[src/rtl/line_follow_if.sv]
// Control and status bundle between the line-follow controller and its host.
interface line_follow_if;
  logic       start;
  logic       stop;
  logic [7:0] cross_target;
  logic       iL;
  logic       iLC;
  logic       iC;
  logic       iRC;
  logic       iR;
  logic [1:0] mot_l;
  logic [1:0] mot_r;
  logic [2:0] state;
  logic [7:0] cross_cnt;
  logic       done;
  logic       lost;

  modport master (
    output start, stop, cross_target, iL, iLC, iC, iRC, iR,
    input  mot_l, mot_r, state, cross_cnt, done, lost
  );

  modport slave (
    input  start, stop, cross_target, iL, iLC, iC, iRC, iR,
    output mot_l, mot_r, state, cross_cnt, done, lost
  );
endinterface

[src/rtl/line_follow_ctrl.sv]
// Line-follow robot controller: synchronises and debounces five IR sensors
// on a sample tick and steers two motors through a small run FSM.
//
// state  | meaning
// IDLE   | motors stopped, waiting for start; cross_cnt holds last run
// FOLLOW | tracking the line from the filtered sensor vector
// CROSS  | driving straight over an intersection (all sensors lit)
// LOST   | no line seen, spinning toward the last known side
// HALT   | search timed out, motors stopped until start
module line_follow_ctrl #(
  parameter int SAMPLE_DIV   = 1000,
  parameter int DEB_N        = 4,
  parameter int LOST_TIMEOUT = 200
) (
  input  logic         clk,
  input  logic         rst_n,
  line_follow_if.slave bus
);

  localparam int PW = $clog2(SAMPLE_DIV);
  localparam int SW = $clog2(DEB_N + 1);
  localparam int TW = $clog2(LOST_TIMEOUT + 1);

  localparam logic [PW-1:0] PRESC_RELOAD = PW'(SAMPLE_DIV - 1);
  localparam logic [SW-1:0] DEB_MAX      = SW'(DEB_N);
  localparam logic [TW-1:0] LOST_MAX     = TW'(LOST_TIMEOUT);

  localparam logic [1:0] MOT_STOP = 2'b00;
  localparam logic [1:0] MOT_FWD  = 2'b01;
  localparam logic [1:0] MOT_REV  = 2'b10;

  localparam logic [4:0] F_ALL  = 5'b11111;
  localparam logic [4:0] F_NONE = 5'b00000;

  typedef enum logic [2:0] {
    S_IDLE   = 3'd0,
    S_FOLLOW = 3'd1,
    S_CROSS  = 3'd2,
    S_LOST   = 3'd3,
    S_HALT   = 3'd4
  } state_t;

  logic [4:0]    w_raw;
  logic [4:0]    r_sync1;
  logic [4:0]    r_sync2;
  logic [PW-1:0] r_presc;
  logic          w_tick;
  logic [4:0]    r_prev_v;
  logic [SW-1:0] r_stab;
  logic [SW-1:0] w_stab_nxt;
  logic [4:0]    r_f;
  logic [4:0]    w_f_nxt;

  state_t        r_state;
  state_t        w_state_nxt;
  logic [1:0]    r_mot_l;
  logic [1:0]    r_mot_r;
  logic [1:0]    w_mot_l_nxt;
  logic [1:0]    w_mot_r_nxt;
  logic [7:0]    r_cnt;
  logic [7:0]    w_cnt_nxt;
  logic [7:0]    w_cnt_inc;
  logic          r_done;
  logic          w_done_nxt;
  logic          r_dir_right;
  logic          w_dir_right_nxt;
  logic [TW-1:0] r_tmr;
  logic [TW-1:0] w_tmr_nxt;
  logic [TW-1:0] w_tmr_inc;

  logic [1:0]    w_map_l;
  logic [1:0]    w_map_r;
  logic          w_map_dir_right;

  assign w_raw  = {bus.iL, bus.iLC, bus.iC, bus.iRC, bus.iR};
  assign w_tick = (r_presc == '0);

  // Stability count restarts at 1 on any change; F only moves once DEB_N equal samples agree.
  always_comb begin
    w_stab_nxt = r_stab;
    w_f_nxt    = r_f;
    if (w_tick) begin
      if (r_sync2 == r_prev_v) begin
        w_stab_nxt = (r_stab == DEB_MAX) ? DEB_MAX : r_stab + 1'b1;
      end else begin
        w_stab_nxt = SW'(1);
      end
      if (w_stab_nxt == DEB_MAX) begin
        w_f_nxt = r_sync2;
      end
    end
  end

  always_ff @(posedge clk or negedge rst_n) begin
    if (!rst_n) begin
      r_sync1  <= '0;
      r_sync2  <= '0;
      r_presc  <= '0;
      r_prev_v <= '0;
      r_stab   <= '0;
      r_f      <= '0;
    end else begin
      r_sync1 <= w_raw;
      r_sync2 <= r_sync1;
      r_presc <= w_tick ? PRESC_RELOAD : r_presc - 1'b1;
      if (w_tick) begin
        r_prev_v <= r_sync2;
        r_stab   <= w_stab_nxt;
        r_f      <= w_f_nxt;
      end
    end
  end

  // Steering table; unlisted patterns keep the current command.
  always_comb begin
    w_map_l         = r_mot_l;
    w_map_r         = r_mot_r;
    w_map_dir_right = r_dir_right;
    case (w_f_nxt)
      5'b00100, 5'b01110: begin
        w_map_l = MOT_FWD;
        w_map_r = MOT_FWD;
      end
      5'b01100, 5'b01000: begin
        w_map_l = MOT_STOP;
        w_map_r = MOT_FWD;
      end
      5'b11000, 5'b10000: begin
        w_map_l         = MOT_REV;
        w_map_r         = MOT_FWD;
        w_map_dir_right = 1'b0;
      end
      5'b00110, 5'b00010: begin
        w_map_l = MOT_FWD;
        w_map_r = MOT_STOP;
      end
      5'b00011, 5'b00001: begin
        w_map_l         = MOT_FWD;
        w_map_r         = MOT_REV;
        w_map_dir_right = 1'b1;
      end
      default: ;
    endcase
  end

  assign w_cnt_inc = (r_cnt == 8'hFF) ? 8'hFF : r_cnt + 8'd1;
  assign w_tmr_inc = r_tmr + 1'b1;

  always_comb begin
    w_state_nxt     = r_state;
    w_mot_l_nxt     = r_mot_l;
    w_mot_r_nxt     = r_mot_r;
    w_cnt_nxt       = r_cnt;
    w_done_nxt      = 1'b0;
    w_dir_right_nxt = r_dir_right;
    w_tmr_nxt       = r_tmr;

    if (bus.stop) begin
      w_state_nxt = S_IDLE;
      w_mot_l_nxt = MOT_STOP;
      w_mot_r_nxt = MOT_STOP;
    end else begin
      case (r_state)
        S_IDLE, S_HALT: begin
          w_mot_l_nxt = MOT_STOP;
          w_mot_r_nxt = MOT_STOP;
          if (bus.start) begin
            w_state_nxt = S_FOLLOW;
            w_tmr_nxt   = '0;
            if (r_state == S_IDLE) begin
              w_cnt_nxt = 8'd0;
            end
          end
        end
        S_CROSS: begin
          if (w_tick && (w_f_nxt != F_ALL)) begin
            w_state_nxt     = S_FOLLOW;
            w_mot_l_nxt     = w_map_l;
            w_mot_r_nxt     = w_map_r;
            w_dir_right_nxt = w_map_dir_right;
          end
        end
        S_FOLLOW, S_LOST: begin
          if (w_tick) begin
            if (w_f_nxt == F_ALL) begin
              w_cnt_nxt = w_cnt_inc;
              if ((bus.cross_target != 8'd0) && (w_cnt_inc == bus.cross_target)) begin
                w_state_nxt = S_IDLE;
                w_mot_l_nxt = MOT_STOP;
                w_mot_r_nxt = MOT_STOP;
                w_done_nxt  = 1'b1;
              end else begin
                w_state_nxt = S_CROSS;
                w_mot_l_nxt = MOT_FWD;
                w_mot_r_nxt = MOT_FWD;
              end
            end else if (w_f_nxt == F_NONE) begin
              if (r_state == S_FOLLOW) begin
                w_state_nxt = S_LOST;
                w_tmr_nxt   = '0;
                w_mot_l_nxt = r_dir_right ? MOT_FWD : MOT_REV;
                w_mot_r_nxt = r_dir_right ? MOT_REV : MOT_FWD;
              end else if (w_tmr_inc >= LOST_MAX) begin
                w_state_nxt = S_HALT;
                w_tmr_nxt   = w_tmr_inc;
                w_mot_l_nxt = MOT_STOP;
                w_mot_r_nxt = MOT_STOP;
              end else begin
                w_tmr_nxt = w_tmr_inc;
              end
            end else begin
              w_state_nxt     = S_FOLLOW;
              w_mot_l_nxt     = w_map_l;
              w_mot_r_nxt     = w_map_r;
              w_dir_right_nxt = w_map_dir_right;
            end
          end
        end
        default: begin
          w_state_nxt = S_IDLE;
          w_mot_l_nxt = MOT_STOP;
          w_mot_r_nxt = MOT_STOP;
        end
      endcase
    end
  end

  always_ff @(posedge clk or negedge rst_n) begin
    if (!rst_n) begin
      r_state     <= S_IDLE;
      r_mot_l     <= MOT_STOP;
      r_mot_r     <= MOT_STOP;
      r_cnt       <= 8'd0;
      r_done      <= 1'b0;
      r_dir_right <= 1'b0;
      r_tmr       <= '0;
    end else begin
      r_state     <= w_state_nxt;
      r_mot_l     <= w_mot_l_nxt;
      r_mot_r     <= w_mot_r_nxt;
      r_cnt       <= w_cnt_nxt;
      r_done      <= w_done_nxt;
      r_dir_right <= w_dir_right_nxt;
      r_tmr       <= w_tmr_nxt;
    end
  end

  assign bus.mot_l     = r_mot_l;
  assign bus.mot_r     = r_mot_r;
  assign bus.state     = r_state;
  assign bus.cross_cnt = r_cnt;
  assign bus.done      = r_done;
  assign bus.lost      = (r_state == S_LOST) || (r_state == S_HALT);

endmodule

[src/flat_wrapper.sv]
// flat-port wrapper written by rule: the top's interface ports become plain ports
module line_follow_ctrl_flat 
#(
  parameter int SAMPLE_DIV   = 1000,
  parameter int DEB_N        = 4,
  parameter int LOST_TIMEOUT = 200
)
  (clk, rst_n, bus_start, bus_stop, bus_cross_target, bus_iL, bus_iLC, bus_iC, bus_iRC, bus_iR, bus_mot_l, bus_mot_r, bus_state, bus_cross_cnt, bus_done, bus_lost);
  line_follow_if bus_i ();
  input  logic clk;
  input  logic rst_n;
  input wire logic [$bits(bus_i.start)-1:0] bus_start;
  input wire logic [$bits(bus_i.stop)-1:0] bus_stop;
  input wire logic [$bits(bus_i.cross_target)-1:0] bus_cross_target;
  input wire logic [$bits(bus_i.iL)-1:0] bus_iL;
  input wire logic [$bits(bus_i.iLC)-1:0] bus_iLC;
  input wire logic [$bits(bus_i.iC)-1:0] bus_iC;
  input wire logic [$bits(bus_i.iRC)-1:0] bus_iRC;
  input wire logic [$bits(bus_i.iR)-1:0] bus_iR;
  output wire logic [$bits(bus_i.mot_l)-1:0] bus_mot_l;
  output wire logic [$bits(bus_i.mot_r)-1:0] bus_mot_r;
  output wire logic [$bits(bus_i.state)-1:0] bus_state;
  output wire logic [$bits(bus_i.cross_cnt)-1:0] bus_cross_cnt;
  output wire logic [$bits(bus_i.done)-1:0] bus_done;
  output wire logic [$bits(bus_i.lost)-1:0] bus_lost;
  assign bus_i.start = bus_start;
  assign bus_i.stop = bus_stop;
  assign bus_i.cross_target = bus_cross_target;
  assign bus_i.iL = bus_iL;
  assign bus_i.iLC = bus_iLC;
  assign bus_i.iC = bus_iC;
  assign bus_i.iRC = bus_iRC;
  assign bus_i.iR = bus_iR;
  assign bus_mot_l = bus_i.mot_l;
  assign bus_mot_r = bus_i.mot_r;
  assign bus_state = bus_i.state;
  assign bus_cross_cnt = bus_i.cross_cnt;
  assign bus_done = bus_i.done;
  assign bus_lost = bus_i.lost;
  line_follow_ctrl #(.SAMPLE_DIV(SAMPLE_DIV), .DEB_N(DEB_N), .LOST_TIMEOUT(LOST_TIMEOUT)) u_core (.clk(clk), .rst_n(rst_n), .bus(bus_i));
endmodule
[config.mk]
export PLATFORM = sky130hd
export DESIGN_NAME = line_follow_ctrl_flat
export DESIGN_NICKNAME = d
export VERILOG_FILES = /design/src/rtl/line_follow_if.sv /design/src/rtl/line_follow_ctrl.sv /design/src/flat_wrapper.sv
export SDC_FILE = /design/constraint.sdc
export NUM_CORES = 1
export LEC_CHECK = 0
export CAP_MARGIN = 20
export CORE_MARGIN = 5
export CORE_UTILIZATION = 45
export CTS_CLUSTER_DIAMETER = 120
export CTS_CLUSTER_SIZE = 10
export DETAILED_ROUTE_END_ITERATION = 8
export HOLD_SLACK_MARGIN = 0.1
export PLACE_DENSITY_LB_ADDON = 0.15
export SLEW_MARGIN = 20
export SYNTH_ARGS = -nofsm -noshare
export SYNTH_HDL_FRONTEND = slang
export SYNTH_SLANG_ARGS = --single-unit
[constraint.sdc]
create_clock -name clk -period 4.8 [get_ports clk]
set_input_delay 0.96 -clock clk [delete_from_list [all_inputs] [get_ports clk]]
set_output_delay 0.96 -clock clk [all_outputs]
set_load 0.03 [all_outputs]
==> results of run 1 <==
[synthesized netlist by cell type (11+ instances only)]
master / number
dfrtp_1: 58
nand2_1: 47
o21ai_0: 37
nor2_1: 33
a21oi_1: 29
clkbuf_1: 23
inv_1: 15
nand3_1: 15
nor3_1: 14
nand4_1: 11
xnor2_1: 11
[path summary, 6_finish.rpt]
| path | start | endpoint | slack [ns] |
|---|---|---|---|
| max | u_core.r_presc[0] | u_core.r_tmr[5] | 1.06 |
| min | u_core.r_sync1[0] | u_core.r_sync2[0] | 0.35 |
| max reg2reg | u_core.r_presc[0] | u_core.r_tmr[5] | 1.06 |
| min reg2reg | u_core.r_sync1[0] | u_core.r_sync2[0] | 0.35 |
| max in group asynchronous | rst_n | u_core.bus.cross_cnt[0] | 3.55 |
| min in group asynchronous | rst_n | u_core.r_f[4] | 0.78 |
[logic make-up after synthesis]
kind of cell | after synthesis | synth area share, %
compound gates | 119 | 20.7
flops | 58 | 39.5
simple gates | 183 | 26.5
fa+ha+maj | 7 | 2.38
mux | 8 | 2.69
xor+xnor | 13 | 3.10
buf+inv | 43 | 5.07
[power by group through the flow]
stage	clock [W]	combinational (W)	sequential [W]
3_3_place_gp	0	0.000408	0.000600
5_1_grt	0.000540	0.000455	0.000602
4_1_cts	0.000519	0.000412	0.000592
6_report	0.000505	0.000413	0.000594
2_1_floorplan	0	0.000261	0.000611
3_5_place_dp	0	0.000409	0.000601
[worst max-delay path, cell delays in order, from the launching register on]
cell and delay (ns):
dfrtp_1 0.39, inv_1 0.10, ha_1 0.14, or4b_1 0.51, or3_1 0.33, buf_4 0.20
nor3_1 0.41, o2bb2ai_1 0.45, a31oi_1 0.20, or3_1 0.45, or4_1 0.42, nand2_1 0.07
[layer usage]
metal  share of wire (%)  wire length [µm]  global-route usage (%)
met4                 1.1                97                    6.11
met1                  49              4190                    26.9
met5                   0                 0                       0
met2                  43              3690                    26.2
met3                 6.0               511                    3.89
[state kept, by name, indices dropped and copies added, names as in the netlist, 2 cells and up]
signal	cells
u_core.r_stab	3
u_core.bus.mot_r	2
u_core.bus.state	3
u_core.r_presc	10
u_core.r_prev_v	5
u_core.r_sync1	5
u_core.r_f	5
u_core.r_tmr	8
u_core.bus.cross_cnt	8
u_core.bus.mot_l	2
u_core.r_sync2	5
[stage by stage]
step	setup WS [ns]	utilization (%)	hold WS, ns	power, W
after global routing	0.822	52.6	0.368	0.00160
final	1.06	52.6	0.347	0.00151
after detailed placement	1.08	49.8	0.336	0.00101
after global placement	1.16	49.8	0.335	0.00101
after floorplan	1.45	-	0.331	0.000873
after CTS	1.06	52.6	0.352	0.00152
[final cells by class]
type                       count  area [µm²]
fill                         791        3830
multi-input combinational    330        2040
sequential                    58        1450
timing repair buffer          37         355
clock buffer                  10         138
tap                          105         131
clock inverter                 6        88.8
inverter                      15        56.3
==> impl_metrics.toml, run 1 <==
[pwr]
pwr-share-seq_pct = 39.3
power_density_nw_per_um2 = 355
p_clk_share_pct = 33.4
vdd_drop_max_uv = 222
p_sw_share_pct = 34.5
power.switching_w = 0.000521
power_leakage_nw = 1.71
p_int_w = 0.000991
pwr-share-comb_pct = 27.3

[worst_setup_path]
critPathMaxFanout = 16
arrival_ns = 4.02
rr_worst_depth = 11
critPathLaunchType = "register"
endpoint_kind = "register"
worstPathRequired_ns = 5.07
path_class = "register to register"

[synthesis]
ys_seq_elements = 58
yosysTopAreaCell = "dfrtp_1"
netlist_area_um2 = 3670
synth_edf_count = 0
ys.flop_type = "dfrtp_1"
yosysSeqAreaShare_pct = 39.5
async_flop_share_pct = 100
yosysTopAreaCellShare_pct = 39.5
yosys_warnings = 0
synth.area.top_cells = "dfrtp_1, o21ai_0, nand2_1, a21oi_1, nor2_1"
synth_cell_types = 67
synthCells = 431
synth_fp_nets = 455
syn_area_per_cell_um2 = 8.53

[job]
drv_cap = 0

[clocking]
cts_tree = "built"
htreeDepth = 3
cts_sinks = 58
clk_pin_slew_worst_paths_ns = 0.07
cts_buffers = 9
cts_setup_buffers = 0
post_cts_resized = 0
hold_buffers = 0
clk-insertion-delay-late_ns = 0.33
clockBufferDepth = 2
cts_root_buffer = "clkbuf_8"

[worst_hold_path]
hp-class = "register to register"
worstHoldPathCells = 0

[floorplan]
start_util_pct = 45.4
die_area_um2 = 10100
die_y_um = 100
rows = 33
die_x_um = 100
boundaryPins = 34
core_um2 = 8090

[routing]
avgRoutedWirePerCell_um = 15.1
drtIter0Drc = 189
wl_um = 8490
postRouteAntennaNets = 0
viasPerCell = 5.89
drtPass1Iterations = 7
drc = 0
dr_total_vias = 3307

[global_routing]
antenna_found_initial = 0
grt_pass1_vias = 3155
grt_pass1_wl_um = 14900
grt_max_degree = 59
overflow = 0
grtUsageTotal_pct = 18.2

[placed_design]
post_dp_cell_area_um2 = 4030
place.gp.congestion = 0.892
dp_hpwl_um = 6000
placedCellCount = 545
portBuffers = 33

[sta]
fmax_ghz = 0.267
finalSetupTns_ns = 0
relSlewSlack_pct = 43.2
setup_viol = 0
tightest_slew_ns = 0.852
rsz0062_at_grt = "no"
fin_crit_sh_pct = 78.0
hold_viol_final = 0
period_needed_ns = 3.74
slew_viol_final = 0
skew_ns = 0.00777

[cells_and_area]
drive_gt1_share_pct = 8.99
diodes = 0
fin_area_um2 = 4260
final_common_cell = "dfrtp_1"
fin_cells = 561
areaGrowthSynthToFinish_pct = 15.9
fin_nets = 475
layout_common_cells = "dfrtp_1, nand2_1, o21ai_0, nor2_1, clkdlybuf4s50_1"

[run_status]
status = "complete, no violations"
No activity file was read; power rests on OpenSTA's default activity.
==> run 2: changes to the inputs <==
Clock period 4.8 ns to 3.8 ns, I/O delays scaled along.
==> impl_metrics.toml, run 2 (synthesis gave the netlist of run 1 again) <==
[routing]
drtIter0Drc = 239
drc = 0
viasPerCell = 5.81
wl_um = 8920
drtPass1Iterations = 5
avgRoutedWirePerCell_um = 15.7
dr_total_vias = 3296
postRouteAntennaNets = 0

[worst_setup_path]
ff2ff_setup_slack_ns = 0.30
rr_worst_depth = 10
critPathLaunchType = "register"
timing.rr.start = "u_core.r_presc[0]"
reg2reg_to = "u_core.r_tmr[5]"
arrival_ns = 3.78
path_class = "register to register"
endpoint_kind = "register"
critPathMaxFanout = 7
worstPathRequired_ns = 4.08

[clocking]
post_cts_resized = 0
cts_tree = "built"
cts_buffers = 9
cts_sinks = 58
clk-insertion-delay-late_ns = 0.34
cts_setup_buffers = 0
clockBufferDepth = 2
cts_root_buffer = "clkbuf_8"
htreeDepth = 3
hold_buffers = 0
clk_pin_slew_worst_paths_ns = 0.08

[worst_hold_path]
min_from = "u_core.r_sync1[0]"
hp-class = "register to register"
worstHoldEndpoint = "u_core.r_sync2[0]"
worstHoldPathCells = 0

[sta]
fmax_ghz = 0.286
hold_viol_final = 0
rsz0062_at_grt = "no"
tightest_slew_ns = 0.592
setup_ws_ns = 0.303
period_needed_ns = 3.50
setup_viol = 0
skew_ns = 0.00923
relSlewSlack_pct = 59.5
fin_crit_sh_pct = 92.0
slew_viol_final = 0
finalSetupTns_ns = 0

[global_routing]
grtUsageTotal_pct = 18.8
grt_max_degree = 35
antenna_found_initial = 0
grt_pass1_wl_um = 15300
grt_pass1_vias = 3166
overflow = 0

[cells_and_area]
fin_area_um2 = 4260
fin_cells = 567
nFillCells = 797
drive_gt1_share_pct = 10.2
diodes = 0
largest_reg_flops = 10
top_register = "u_core.r_presc"
fin_nets = 481
finalCoreUtilization_pct = 52.6
final_common_cell = "dfrtp_1"
areaGrowthSynthToFinish_pct = 15.8
layout_common_cells = "dfrtp_1, nand2_1, o21ai_0, nor2_1, clkdlybuf4s50_1"

[job]
drv_cap = 0

[floorplan]
boundaryPins = 34
die_area_um2 = 10100
start_util_pct = 45.4
core_um2 = 8090
die_y_um = 100
die_x_um = 100
rows = 33

[run_status]
status = "complete, no violations"

[placed_design]
place_ws_ns = 0.241
dp_hpwl_um = 6310
post_dp_cell_area_um2 = 4050
placedCellCount = 548
portBuffers = 33
place.gp.congestion = 0.920

[pwr]
power_leakage_nw = 1.72
power_density_nw_per_um2 = 425
vdd_drop_max_uv = 334
## run 2: stage by stage
stage               hold WS, ns  power, W
floorplan                 0.331   0.00110
global placement          0.333   0.00130
detailed placement        0.335   0.00129
CTS                       0.352   0.00182
global route              0.354   0.00191
finish                    0.349   0.00181
## run 2: cell type report
class                      instances  area, µm²  share of cell area (%)
clock buffer                      10        138                    3.23
clock inverter                     6       41.3                   0.970
inverter                          15       56.3                    1.32
multi-input combinational        330       2040                    47.9
sequential                        58       1450                    34.1
tap                              105        131                    3.09
timing repair buffer              43        400                    9.41
## run 2: how the worst max path moves through the flow
| stage | endpoint | cells past startpoint | startpoint | slack (ns) |
|---|---|---|---|---|
| after CTS | u_core.bus.state[2] | 10 | u_core.r_presc[0] | 0.23 |
| after floorplan | u_core.bus.state[2] | 12 | u_core.r_presc[0] | 0.45 |
| after global routing | u_core.r_tmr[5] | 10 | u_core.r_presc[0] | 0.0004 |
| final | u_core.r_tmr[5] | 10 | u_core.r_presc[0] | 0.30 |
| after detailed placement | u_core.bus.state[2] | 10 | u_core.r_presc[0] | 0.24 |
| after global placement | u_core.bus.state[2] | 10 | u_core.r_presc[0] | 0.32 |
## run 2: worst max-delay path: stages, from the launching register on
cell	delay [ns]
dfrtp_1	0.39
inv_1	0.10
ha_1	0.14
or4b_1	0.51
or3_1	0.45
nor3_1	0.46
o2bb2ai_1	0.30
a31oi_1	0.15
or3_1	0.44
or4_1	0.43
nand2_1	0.08
## run 2: layer usage
| layer | track usage [%] | vias to the layer above | wire length, µm |
|---|---|---|---|
| li1 | - | 1626 | - |
| met1 | 27.7 | 1519 | 4330 |
| met2 | 27.0 | 129 | 3760 |
| met3 | 4.52 | 22 | 692 |
| met4 | 6.42 | 0 | 142 |
| met5 | 0 | - | 0 |
## run 2: report_power, final
group | switching, W | internal (W) | total (W) | leakage [nW]
clock network | 0.000267 | 0.000254 | 0.000521 | 0.0847
registers | 0.0000885 | 0.000657 | 0.000746 | 0.731
logic | 0.000328 | 0.000216 | 0.000544 | 0.901
